**src/rtl/alu_pkg.sv**
```systemverilog
// alu_pkg: shared ALU and writeback constants, PPP encodings and helpers
package alu_pkg;
    localparam int DW     = 64;
    localparam int REG_AW = 5;

    localparam logic [0:2] PPP_ALL   = 3'b000;
    localparam logic [0:2] PPP_UPPER = 3'b001;
    localparam logic [0:2] PPP_LOWER = 3'b010;
    localparam logic [0:2] PPP_EVEN  = 3'b011;
    localparam logic [0:2] PPP_ODD   = 3'b100;

    localparam logic [0:5] FN_VAND = 6'd0;
    localparam logic [0:5] FN_VOR  = 6'd1;
    localparam logic [0:5] FN_VXOR = 6'd2;
    localparam logic [0:5] FN_VNOT = 6'd3;
    localparam logic [0:5] FN_VADD = 6'd4;
    localparam logic [0:5] FN_VSUB = 6'd5;
    localparam logic [0:5] FN_VSLL = 6'd6;
    localparam logic [0:5] FN_VSRL = 6'd7;

    function automatic logic ppp_legal(input logic [0:2] ppp);
        return ppp <= PPP_ODD;
    endfunction
endpackage

```
**src/rtl/ppp_merge.sv**
```systemverilog
// ppp_merge: byte-select merge of an ALU result into the old rD contents under a PPP code
module ppp_merge
    import alu_pkg::*;
(
    input  logic [0:DW-1] result,
    input  logic [0:DW-1] old,
    input  logic [0:2]    ppp,
    output logic [0:DW-1] merged,
    output logic          legal
);
    logic [0:7] sel;

    always_comb begin
        sel = ppp == PPP_ALL   ? 8'hFF :
              ppp == PPP_UPPER ? 8'hF0 :
              ppp == PPP_LOWER ? 8'h0F :
              ppp == PPP_EVEN  ? 8'hAA :
              ppp == PPP_ODD   ? 8'h55 : 8'h00;
        legal = ppp_legal(ppp);
    end

    for (genvar g = 0; g < 8; g++) begin : g_byte
        assign merged[8*g +: 8] = sel[g] ? result[8*g +: 8] : old[8*g +: 8];
    end
endmodule

```
**src/rtl/alu_wb_stage.sv**
```systemverilog
// alu_wb_stage: PPP merge feeding a 2-entry register-file write buffer with forwarding lookup
module alu_wb_stage
    import alu_pkg::*;
#(
    parameter int DEPTH = 2,
    parameter int AW    = REG_AW
) (
    input  logic          clk,
    input  logic          rst_n,
    input  logic          in_valid,
    output logic          in_ready,
    input  logic [0:DW-1] in_result,
    input  logic [0:DW-1] in_rd_old,
    input  logic [0:AW-1] in_rd_addr,
    input  logic [0:2]    in_ppp,
    input  logic          in_wr_en,
    input  logic          flush,
    input  logic          rf_ready,
    output logic          rf_wr_en,
    output logic [0:AW-1] rf_wr_addr,
    output logic [0:DW-1] rf_wr_data,
    input  logic [0:AW-1] fwd_req_addr,
    output logic          fwd_hit,
    output logic [0:DW-1] fwd_data,
    output logic          ppp_err
);
    logic [0:AW-1] mem_addr [DEPTH];
    logic [0:DW-1] mem_data [DEPTH];
    logic          head, tail;
    logic [1:0]    count;
    logic [0:DW-1] merged;
    logic          legal, accept, push, pop, young, hit_y, hit_o;

    ppp_merge u_merge (
        .result (in_result),
        .old    (in_rd_old),
        .ppp    (in_ppp),
        .merged (merged),
        .legal  (legal)
    );

    always_comb begin
        in_ready   = rst_n && !flush && count < 2'd2;
        accept     = in_valid && in_ready;
        push       = accept && in_wr_en && legal;
        rf_wr_en   = count != 2'd0;
        pop        = rf_wr_en && rf_ready;
        rf_wr_addr = mem_addr[head];
        rf_wr_data = mem_data[head];
        // the slot just behind tail always holds the youngest entry
        young      = ~tail;
        hit_y      = count != 2'd0 && mem_addr[young] == fwd_req_addr;
        hit_o      = count == 2'd2 && mem_addr[head] == fwd_req_addr;
        fwd_hit    = hit_y || hit_o;
        fwd_data   = hit_y ? mem_data[young] : hit_o ? mem_data[head] : '0;
    end

    always_ff @(posedge clk or negedge rst_n) begin
        if (!rst_n) begin
            for (int i = 0; i < DEPTH; i++) begin
                mem_addr[i] <= '0;
                mem_data[i] <= '0;
            end
            head    <= 1'b0;
            tail    <= 1'b0;
            count   <= 2'd0;
            ppp_err <= 1'b0;
        end else begin
            ppp_err <= accept && !legal;
            if (flush) begin
                head  <= 1'b0;
                tail  <= 1'b0;
                count <= 2'd0;
            end else begin
                if (push) begin
                    mem_addr[tail] <= in_rd_addr;
                    mem_data[tail] <= merged;
                    tail           <= ~tail;
                end
                if (pop)
                    head <= ~head;
                count <= count + 2'(push) - 2'(pop);
            end
        end
    end
endmodule

```
**config.mk**
```make
export PLATFORM = sky130hd
export DESIGN_NAME = alu_wb_stage
export DESIGN_NICKNAME = d
export VERILOG_FILES = /design/src/rtl/alu_pkg.sv /design/src/rtl/ppp_merge.sv /design/src/rtl/alu_wb_stage.sv
export SDC_FILE = /design/constraint.sdc
export NUM_CORES = 1
export LEC_CHECK = 0
export BUFFER_PORTS_ARGS = -buffer_cell sky130_fd_sc_hd__buf_2
export CORE_UTILIZATION = 56
export CTS_BUF_LIST = sky130_fd_sc_hd__clkbuf_8 sky130_fd_sc_hd__clkbuf_16
export DETAILED_ROUTE_END_ITERATION = 8
export PLACE_DENSITY_LB_ADDON = 0.25
export SETUP_SLACK_MARGIN = 0.4
export SLEW_MARGIN = 20
export SYNTH_ARGS = -nofsm -noshare
export SYNTH_HDL_FRONTEND = slang
export SYNTH_HIERARCHICAL = 1
export SYNTH_SLANG_ARGS = --single-unit
```
**constraint.sdc**
```tcl
create_clock -name clk -period 4.7 [get_ports clk]
set_input_delay 0.705 -clock clk [delete_from_list [all_inputs] [get_ports clk]]
set_output_delay 0.705 -clock clk [all_outputs]
set_load 0.01 [all_outputs]
```
Yosys cells after proc, flatten, opt, wreduce, memory -nomap -nowiden
Cells that the tools add are included.
{ "op_classes": {"addsub": 2, "order_cmp": 6, "eq_ne": 7, "mux": 38, "bitwise": 6, "n_reduce_logical": 18} }
{ "op_table": {"columns": ["cell", "count"], "rows": [
  ["2-to-1 mux 64 bit", 9],
  ["bitwise mux 128 bit", 1],
  ["2-to-1 mux 8 bit", 12],
  ["demux 64 bit (select 1 bit)", 1],
  ["2-to-1 mux 5 bit", 7],
  ["bitwise mux 10 bit", 1],
  ["== test 5 bit", 2],
  ["logical AND 1 bit", 10],
  ["2-to-1 mux 7 bit", 1],
  ["== test 3 x 2 -> 1 bit, second input constant", 2],
  ["greater-or-equal comparator 2 bit, second input constant", 3],
  ["inverter 1 -> 2 bit", 3],
  ["nonzero test 2 bit", 3],
  ["demux 5 bit (select 1 bit)", 1],
  ["2-to-1 mux 1 bit", 4],
  ["== test 3 x 1 -> 1 bit, second input constant", 1],
  ["== test 3 bit, second input constant", 1],
  ["less-or-equal comparator 3 bit, second input constant", 1],
  ["logical NOT 3 bit", 1],
  ["inverter 1 bit", 3],
  ["adder 2 x 1 -> 2 bit", 1],
  ["== test 2 bit, second input constant", 1],
  ["logical NOT 1 bit", 2],
  ["< comparator 2 x 1 -> 1 bit, second input constant", 1],
  ["5 further kinds", 5]
]} }
{ "totals": {"reg_bits": 143, "inputBits": 147, "output_inout_bits": 137, "word_cells": 85} }

Logic depth before layout (Yosys ltp)
Gate-level depths: netlist of the first run.
{ "logic_depth": {"word_depth": 9, "depth_mapped": 9} }

Modules after synthesis
Netlist of the first run, hierarchy kept.
{ "by_module_without_submodules": {"columns": ["mod", "n_inst", "cells_per_inst", "area_per_inst_um2"], "rows": [
  ["alu_wb_stage", 1, 636, 8196.6],
  ["ppp_merge", 1, 76, 879.6]
]} }

Least setup slack after synthesis of the first run
OpenSTA, ideal clock, no wires.
{ "synth_path": {"path_kind": "input -> output", "startpoint": "input port fwd_req_addr[2] in the netlist's numbering", "endpoint": "output port fwd_data[12] in the netlist's numbering", "t_arrival_ns": 1.894, "required_ns": 3.995, "setup_slack_ns": 2.101, "cell_stages": 7, "path_buffers": 3, "path_cell_list": "xnor2_1 nor4_1 and3_1 buf_2 buf_8 buf_8 mux2i_1"} }
{ "synth_via": {"elab_chain_cells": 4} }
{ "synth_rtl": {"columns": ["element", "line_no", "source"], "rows": [
  ["start: declaration", "alu_wb_stage.sv:22", "input logic [0:AW-1] fwd_req_addr,"],
  ["== test 5 bit", "alu_wb_stage.sv:53", "hit_o = count == 2'd2 && mem_addr[head] == fwd_req_addr;"],
  ["logical AND 1 bit", "alu_wb_stage.sv:53", null],
  ["2-to-1 mux 64 bit", "alu_wb_stage.sv:55", "fwd_data = hit_y ? mem_data[young] : hit_o ? mem_data[head] : '0;"],
  ["2-to-1 mux 64 bit (*)", "alu_wb_stage.sv:55", null],
  ["end: declaration", "alu_wb_stage.sv:24", "output logic [0:DW-1] fwd_data,"]
]} }
Every way passes the cells marked *; elsewhere a longest branch is shown, timed or not.

Final worst setup path of the first run
{ "layout_path": {"startpoint": "register head", "endpoint": "output port fwd_data[0] in the netlist's numbering"} }
{ "layout_via": {"elab_chain_cells": 8} }
{ "layout_rtl": {"columns": ["element", "line_no", "source"], "rows": [
  ["start: declaration", "alu_wb_stage.sv:29", "logic head, tail;"],
  ["start signal: assignment", "alu_wb_stage.sv:81", "head <= ~head;"],
  ["inverter 1 -> 2 bit (not written as such) (*)", "alu_wb_stage.sv:53, alu_wb_stage.sv:55", null],
  ["2-to-1 mux 5 bit (not written as such) (3 in a row)", "alu_wb_stage.sv:53", null],
  ["== test 5 bit", "alu_wb_stage.sv:53", null],
  ["logical AND 1 bit", "alu_wb_stage.sv:53", null],
  ["2-to-1 mux 64 bit (*) (2 in a row)", "alu_wb_stage.sv:55", null]
]} }
Every way passes the cells marked *; elsewhere a longest branch is shown, timed or not. The select of a mux whose other input is x is not followed.

==> run_results.csv, run 1 <==
group,metric,value,unit
clock_tree,cts_resized,0,
timing,setup_tns,0,ns
detailed_routing,firstDrtPassIters,5,
placement,dp_hpwl,14240,µm
timing,period_share,82.54,%
timing,max_freq,257.8,MHz
worst_setup_path,r2r_end,"mem_data[13]",
worst_setup_path,crit_path_top_delay_cell,"dfrtp_4",
finish,drive_gt1_share,59.24,%
clock_tree,htree_num_levels,4,
placement,io_buffers,283,
clock_tree,cts_hold_buf,0,
timing,fin_skew,0.008204,ns
pwr,finalPower,4.944,mW
detailed_routing,wl,21540,µm
timing,hold_violations,0,
global_route,grt_overflow_total,0,
detailed_routing,drcViolationCount,0,
clock_tree,cts_tree,"done",
die,die_h,129.3,µm
clock_tree,root_buffer,"clkbuf_16",
global_route,grt_max_degree,80,
worst_setup_path,critPathMaxStageDelay,0.76,ns
worst_setup_path,path_cells,"mux2_4 > a222oi_1 > buf_4 > nand3_1 > mux2i_1 > buf_2",
timing,max-slew-margin-rel,30.90,%
worst_setup_path,r2r_start,"tail",
finish,final_nets,1116,
clock_tree,path_clk_slew,0.06,ns
finish,fin_util,69.74,%
pwr,vdd_drop_max,0.4564,mV
timing,worst_slew_pin_slew,1.036,ns
global_route,antenna_found_initial,0,
global_route,grt_pass1_vias,6640,
hold_path,min_path_type,"in -> async",
worst_setup_path,critPathTopFamily,"buffers and inverters",
worst_setup_path,rrSetupSlack,1.43,ns
clock_tree,cts_buffer_depth,2,
detailed_routing,wl_per_cell,18.03,µm
clock_tree,clk_latency,0.41,ns
finish,n_antenna_cell,0,
worst_setup_path,critical_path_depth,6,
worst_setup_path,cp_num_buf_inv,2,
pwr,leakage,5.139,nW
detailed_routing,initialDrtViolationCount,306,
timing,maxSlewViolCount,0,
timing,holdWs,0.2641,ns
timing,rsz0062_at_grt,"false",
die,num_io_pins,284,
timing,fin_crit,3.879,ns
worst_setup_path,worstPathMaxFanout,65,
die,dieArea,16720,µm²
run_status,status,"finished clean",
worst_setup_path,path_class,"reg -> out",
worst_setup_path,endpoint_kind,"output port",
timing,final-setup-viol-count,0,
worst_setup_path,rr_worst_depth,4,
detailed_routing,via_per_inst,5.565,
synth,netlist_area,9076,µm²
worst_setup_path,cp.required,3.99,ns
synth,synth-seq-cells,143,
global_route,grt_usage,26.42,%
pwr,powerDensity,447.9,nW/µm²
die,core_area,15830,µm²
synth,ys_seq_area_share,39.43,%
die,fp.dieW,129.3,µm
clock_tree,numClockSinks,143,
placement,dp_cells,1164,
clock_tree,cts_inserted_buffers,17,
synth,synth_fp_nets,861,
job,max-cap-violations,0,
global_route,grt_first_pass_wirelength,34010,µm
die,initial_core_util,57.34,%
detailed_routing,vias,6650,
synth,yosys.cell_types.count,35,
synth,ys_warn_count,6,
die,rows,46,
placement,globalplace.congestion,0.7844,
finish,stdcell_count,1195,
worst_setup_path,cp-start-kind,"register",
synth,syn_inst,712,
clock_tree,post_cts_buffers,0,
synth,synth.avg_cell_area,12.75,µm²
finish,synthToLayoutAreaGrowth,21.62,%
worst_setup_path,cp.arrival,3.17,ns
detailed_routing,detail-route-antenna-nets,0,
==> power breakdown <==
part	total, mW	internal, mW	switching (mW)
logic	1.88	0.947	0.934
clock network	1.26	0.769	0.493
registers	1.80	1.54	0.262
total	4.94	3.26	1.69
==> cell families (layout without fill, tap and decap cells) <==
logic type | count (synthesis) | count (layout) | share of synthesized area (%)
AOI/OAI and AO/OA | 9 | 9 | 0.9237
xor gates and xnor gates | 11 | 11 | 1.061
adders and majority gates | 2 | 2 | 0.2757
buffers and inverters | 64 | 331 | 4.908
DFF | 143 | 143 | 39.43
muxes | 404 | 404 | 48.81
and+or+nand+nor | 79 | 79 | 4.591
==> area by class of cell <==
| cell class | count | area (µm²) |
|---|---|---|
| multi-input cells | 505 | 5089 |
| fillers | 1180 | 4790 |
| flip-flops and latches | 143 | 3586 |
| repair buffers | 293 | 1514 |
| clock buffers | 21 | 480.5 |
| well taps | 216 | 270.3 |
| clock inverters | 10 | 72.57 |
| inverters | 7 | 26.28 |
==> cells in the mapped netlist <==
cell	number	area (µm²)
nor2_1	4	15.01
buf_4	5	37.54
nor2b_1	2	12.51
ha_1	2	25.02
nand3_1	64	320.3
buf_1	5	18.77
o22ai_1	1	6.260
nor3b_2	1	12.51
buf_8	6	90.09
or2_2	1	6.260
a222oi_1	1	10.01
a21o_1	1	7.510
inv_2	2	7.510
clkbuf_1	8	30.03
nand2_1	1	3.750
mux2_1	24	270.3
mux2_4	13	195.2
nand4_1	1	6.260
buf_6	10	112.6
mux2i_1	134	1341
mux2_2	233	2624
nor4_2	1	12.51
xor2_1	5	43.79
inv_1	5	18.77
and3_1	1	6.260
and3b_1	1	8.760
a21oi_2	2	17.52
nor4_1	1	6.260
xnor2_1	6	52.55
a21oi_4	2	32.53
buf_12	1	20.02
buf_2	22	110.1
and2_1	1	6.260
o21ai_0	2	10.01
dfrtp_1	143	3578
==> state kept, by name, indices dropped and copies added, names as in the netlist <==
register / count
tail: 1
head: 1
mem_data: 128
ppp_err: 1
count: 2
mem_addr: 10
==> per-stage QoR <==
stage	setup WS, ns	cell area, µm²
finish	0.8208	11040
global route	0.6586	11040
global placement	1.298	10470
floorplan	2.101	9076
CTS	0.8224	11030
detailed placement	1.279	10470
==> per-layer routing <==
metal / global-route usage, % / routed length, µm / vias to the layer above
met2: 44.21 / 10590 / 199
li1: - / - / 3131
met1: 33.72 / 9296 / 3294
met3: 5.285 / 1201 / 26
met5: 0 / 0 / -
met4: 10.31 / 453 / 0
==> worst max path at each step <==
stage	endpoint	startpoint	slack (ns)
global placement	fwd_data[0]	fwd_req_addr[2]	1.30
floorplan	fwd_data[12]	fwd_req_addr[2]	2.10
global route	fwd_data[0]	head	0.66
CTS	fwd_data[0]	head	0.82
detailed placement	fwd_data[0]	head	1.28
finish	fwd_data[0]	head	0.82
==> worst reg2reg max path, delay by kind of cell (launching register included) <==
family	cells	cell delay, ns
flip-flops	1	0.54
buffers and inverters	2	1.15
AND/OR/NAND/NOR	1	0.85
multiplexers	1	0.61
==> cells in the final DEF, fill, tap and decap left out, types with 5 or more instances in the layout <==
| master | synthesis | final |
|---|---|---|
| buf_2 | 22 | 282 |
| mux2_2 | 233 | 233 |
| dfrtp_1 | 143 | 141 |
| mux2i_1 | 134 | 134 |
| nand3_1 | 64 | 64 |
| mux2_1 | 24 | 24 |
| clkbuf_16 | 0 | 17 |
| mux2_4 | 13 | 13 |
| inv_1 | 5 | 9 |
| buf_4 | 5 | 8 |
| xnor2_1 | 6 | 6 |
| xor2_1 | 5 | 5 |
Note: power is estimated with default switching activity, not from simulation.
==> inputs of run 2 (changes only) <==
- CORE_UTILIZATION: 56 -> 52
- clock period: 4.7 -> 3.9 ns (I/O delays scaled with it)
==> run_results.csv, run 2 (synthesized netlist as in run 1, its figures left out) <==
group,metric,value,unit
run_status,status,"finished clean",
die,rows,47,
timing,period_share,85.85,%
finish,reg_top3,"mem_data (128), mem_addr (10), count (2)",
global_route,grt_pass1_vias,6921,
finish,layout_commonest_cell,"buf_2",
global_route,antenna_found_initial,0,
clock_tree,root_buffer,"clkbuf_16",
clock_tree,clk_latency,0.42,ns
detailed_routing,initialDrtViolationCount,286,
worst_setup_path,r2r_start,"count[1]",
worst_setup_path,cp-start-kind,"register",
hold_path,min_path_type,"in -> async",
timing,fin_skew,0.007403,ns
finish,top_register,"mem_data",
placement,place_ws,0.9791,ns
detailed_routing,wl_per_cell,18.62,µm
worst_setup_path,path_class,"reg -> out",
placement,io_buffers,283,
die,fp.dieW,134.1,µm
die,die_h,134.1,µm
clock_tree,cts_hold_buf,0,
finish,final_cell_mix,"buf_2 (282), mux2_2 (233), dfrtp_1 (141), mux2i_1 (134), nand3_1 (64)",
global_route,grt_usage,25.81,%
die,num_io_pins,284,
global_route,grt_max_degree,77,
worst_setup_path,endpoint_kind,"output port",
pwr,leakage,5.173,nW
timing,rsz0062_at_grt,"false",
timing,max_freq,298.7,MHz
die,dieArea,17990,µm²
timing,setup_tns,0,ns
worst_setup_path,rrSetupSlack,1.41,ns
clock_tree,path_clk_slew,0.06,ns
die,initial_core_util,53.97,%
timing,max-slew-margin-rel,29.97,%
global_route,grt_first_pass_wirelength,35940,µm
finish,largest_reg_flops,128,
timing,fin_crit,3.348,ns
worst_setup_path,cp_num_buf_inv,2,
pwr,vdd_drop_max,0.7167,mV
placement,dp_hpwl,15070,µm
worst_setup_path,path_cells,"mux2_4 > xor2_1 > nor4_4 > buf_4 > nand3_1 > mux2i_1 > buf_2",
job,max-cap-violations,0,
timing,maxSlewViolCount,0,
timing,layout_setup_ws,0.5520,ns
finish,synthToLayoutAreaGrowth,22.80,%
finish,n_antenna_cell,0,
finish,drive_gt1_share,59.61,%
die,core_area,16820,µm²
detailed_routing,firstDrtPassIters,4,
clock_tree,htree_num_levels,4,
worst_setup_path,cp.arrival,2.76,ns
worst_setup_path,cp.required,3.31,ns
global_route,grt_overflow_total,0,
detailed_routing,detail-route-antenna-nets,0,
pwr,powerDensity,552.9,nW/µm²
timing,hold_violations,0,
timing,final-setup-viol-count,0,
clock_tree,cts_tree,"done",
clock_tree,cts_inserted_buffers,17,
worst_setup_path,r2r_end,"mem_data[13]",
finish,final_nets,1119,
detailed_routing,drcViolationCount,0,
clock_tree,post_cts_buffers,0,
detailed_routing,wl,22400,µm
clock_tree,cts_buffer_depth,2,
worst_setup_path,critPathTopFamily,"buffers and inverters",
detailed_routing,vias,6739,
worst_setup_path,rr_worst_depth,5,
timing,worst_slew_pin_slew,1.050,ns
worst_setup_path,critPathMaxStageDelay,0.57,ns
worst_setup_path,worstPathMaxFanout,38,
clock_tree,cts_resized,0,
worst_setup_path,crit_path_top_delay_cell,"dfrtp_4",
placement,globalplace.congestion,0.7777,
clock_tree,numClockSinks,143,
detailed_routing,via_per_inst,5.602,
-- run 2: cell types whose count changed in the layout (fill, tap and decap cells not counted), moves of 2 or more --
cell	previous run	this run
buf_12	1	3
buf_4	8	10
bufinv_16	1	3
clkinv_2	4	2
clkinvlp_4	1	3
inv_1	9	7
-- run 2: layer usage --
metal	GRT usage [%]	vias up	routed length (µm)
met2	44.19	213	11280
met3	4.951	38	1122
li1	-	3130	-
met5	0	-	0
met1	32.15	3358	9396
met4	10.11	0	591
-- run 2: cell type report --
type,instances,area (µm²)
multi-input cells,505,5081
fillers,1349,5673
clock inverters,11,138.9
inverters,7,26.28
well taps,220,275.3
repair buffers,296,1558
flip-flops and latches,143,3586
clock buffers,21,480.5
-- run 2: worst max-delay path by stage --
stage / cells after the start / slack (ns) / end / start
final: 7 / 0.55 / fwd_data[39] / head
after global routing: 7 / 0.42 / fwd_data[22] / tail
after floorplan: 8 / 1.44 / fwd_data[10] / head
after global placement: 7 / 0.96 / fwd_data[22] / fwd_req_addr[0]
after detailed placement: 7 / 0.98 / fwd_data[22] / tail
after CTS: 7 / 0.54 / fwd_data[22] / tail
-- run 2: through the flow --
step	hold WS, ns	total power, mW	cells	utilization [%]	area [µm²]
after global placement	0.4907	4.448	1171	62.59	10530
after floorplan	0.2894	3.648	712	-	9076
after detailed placement	0.5031	4.487	1171	62.59	10530
final	0.3499	6.163	1203	66.27	11150
after CTS	0.3822	6.196	1203	66.27	11150
after global routing	0.4035	6.486	1203	66.27	11150
-- run 2: where the power goes --
group / total (mW) / leakage [nW] / internal, mW / switching [mW]
clock: 1.68 / 0.304 / 1.07 / 0.617
sequential: 2.14 / 1.86 / 1.86 / 0.284
combinational: 2.34 / 3.01 / 1.16 / 1.18
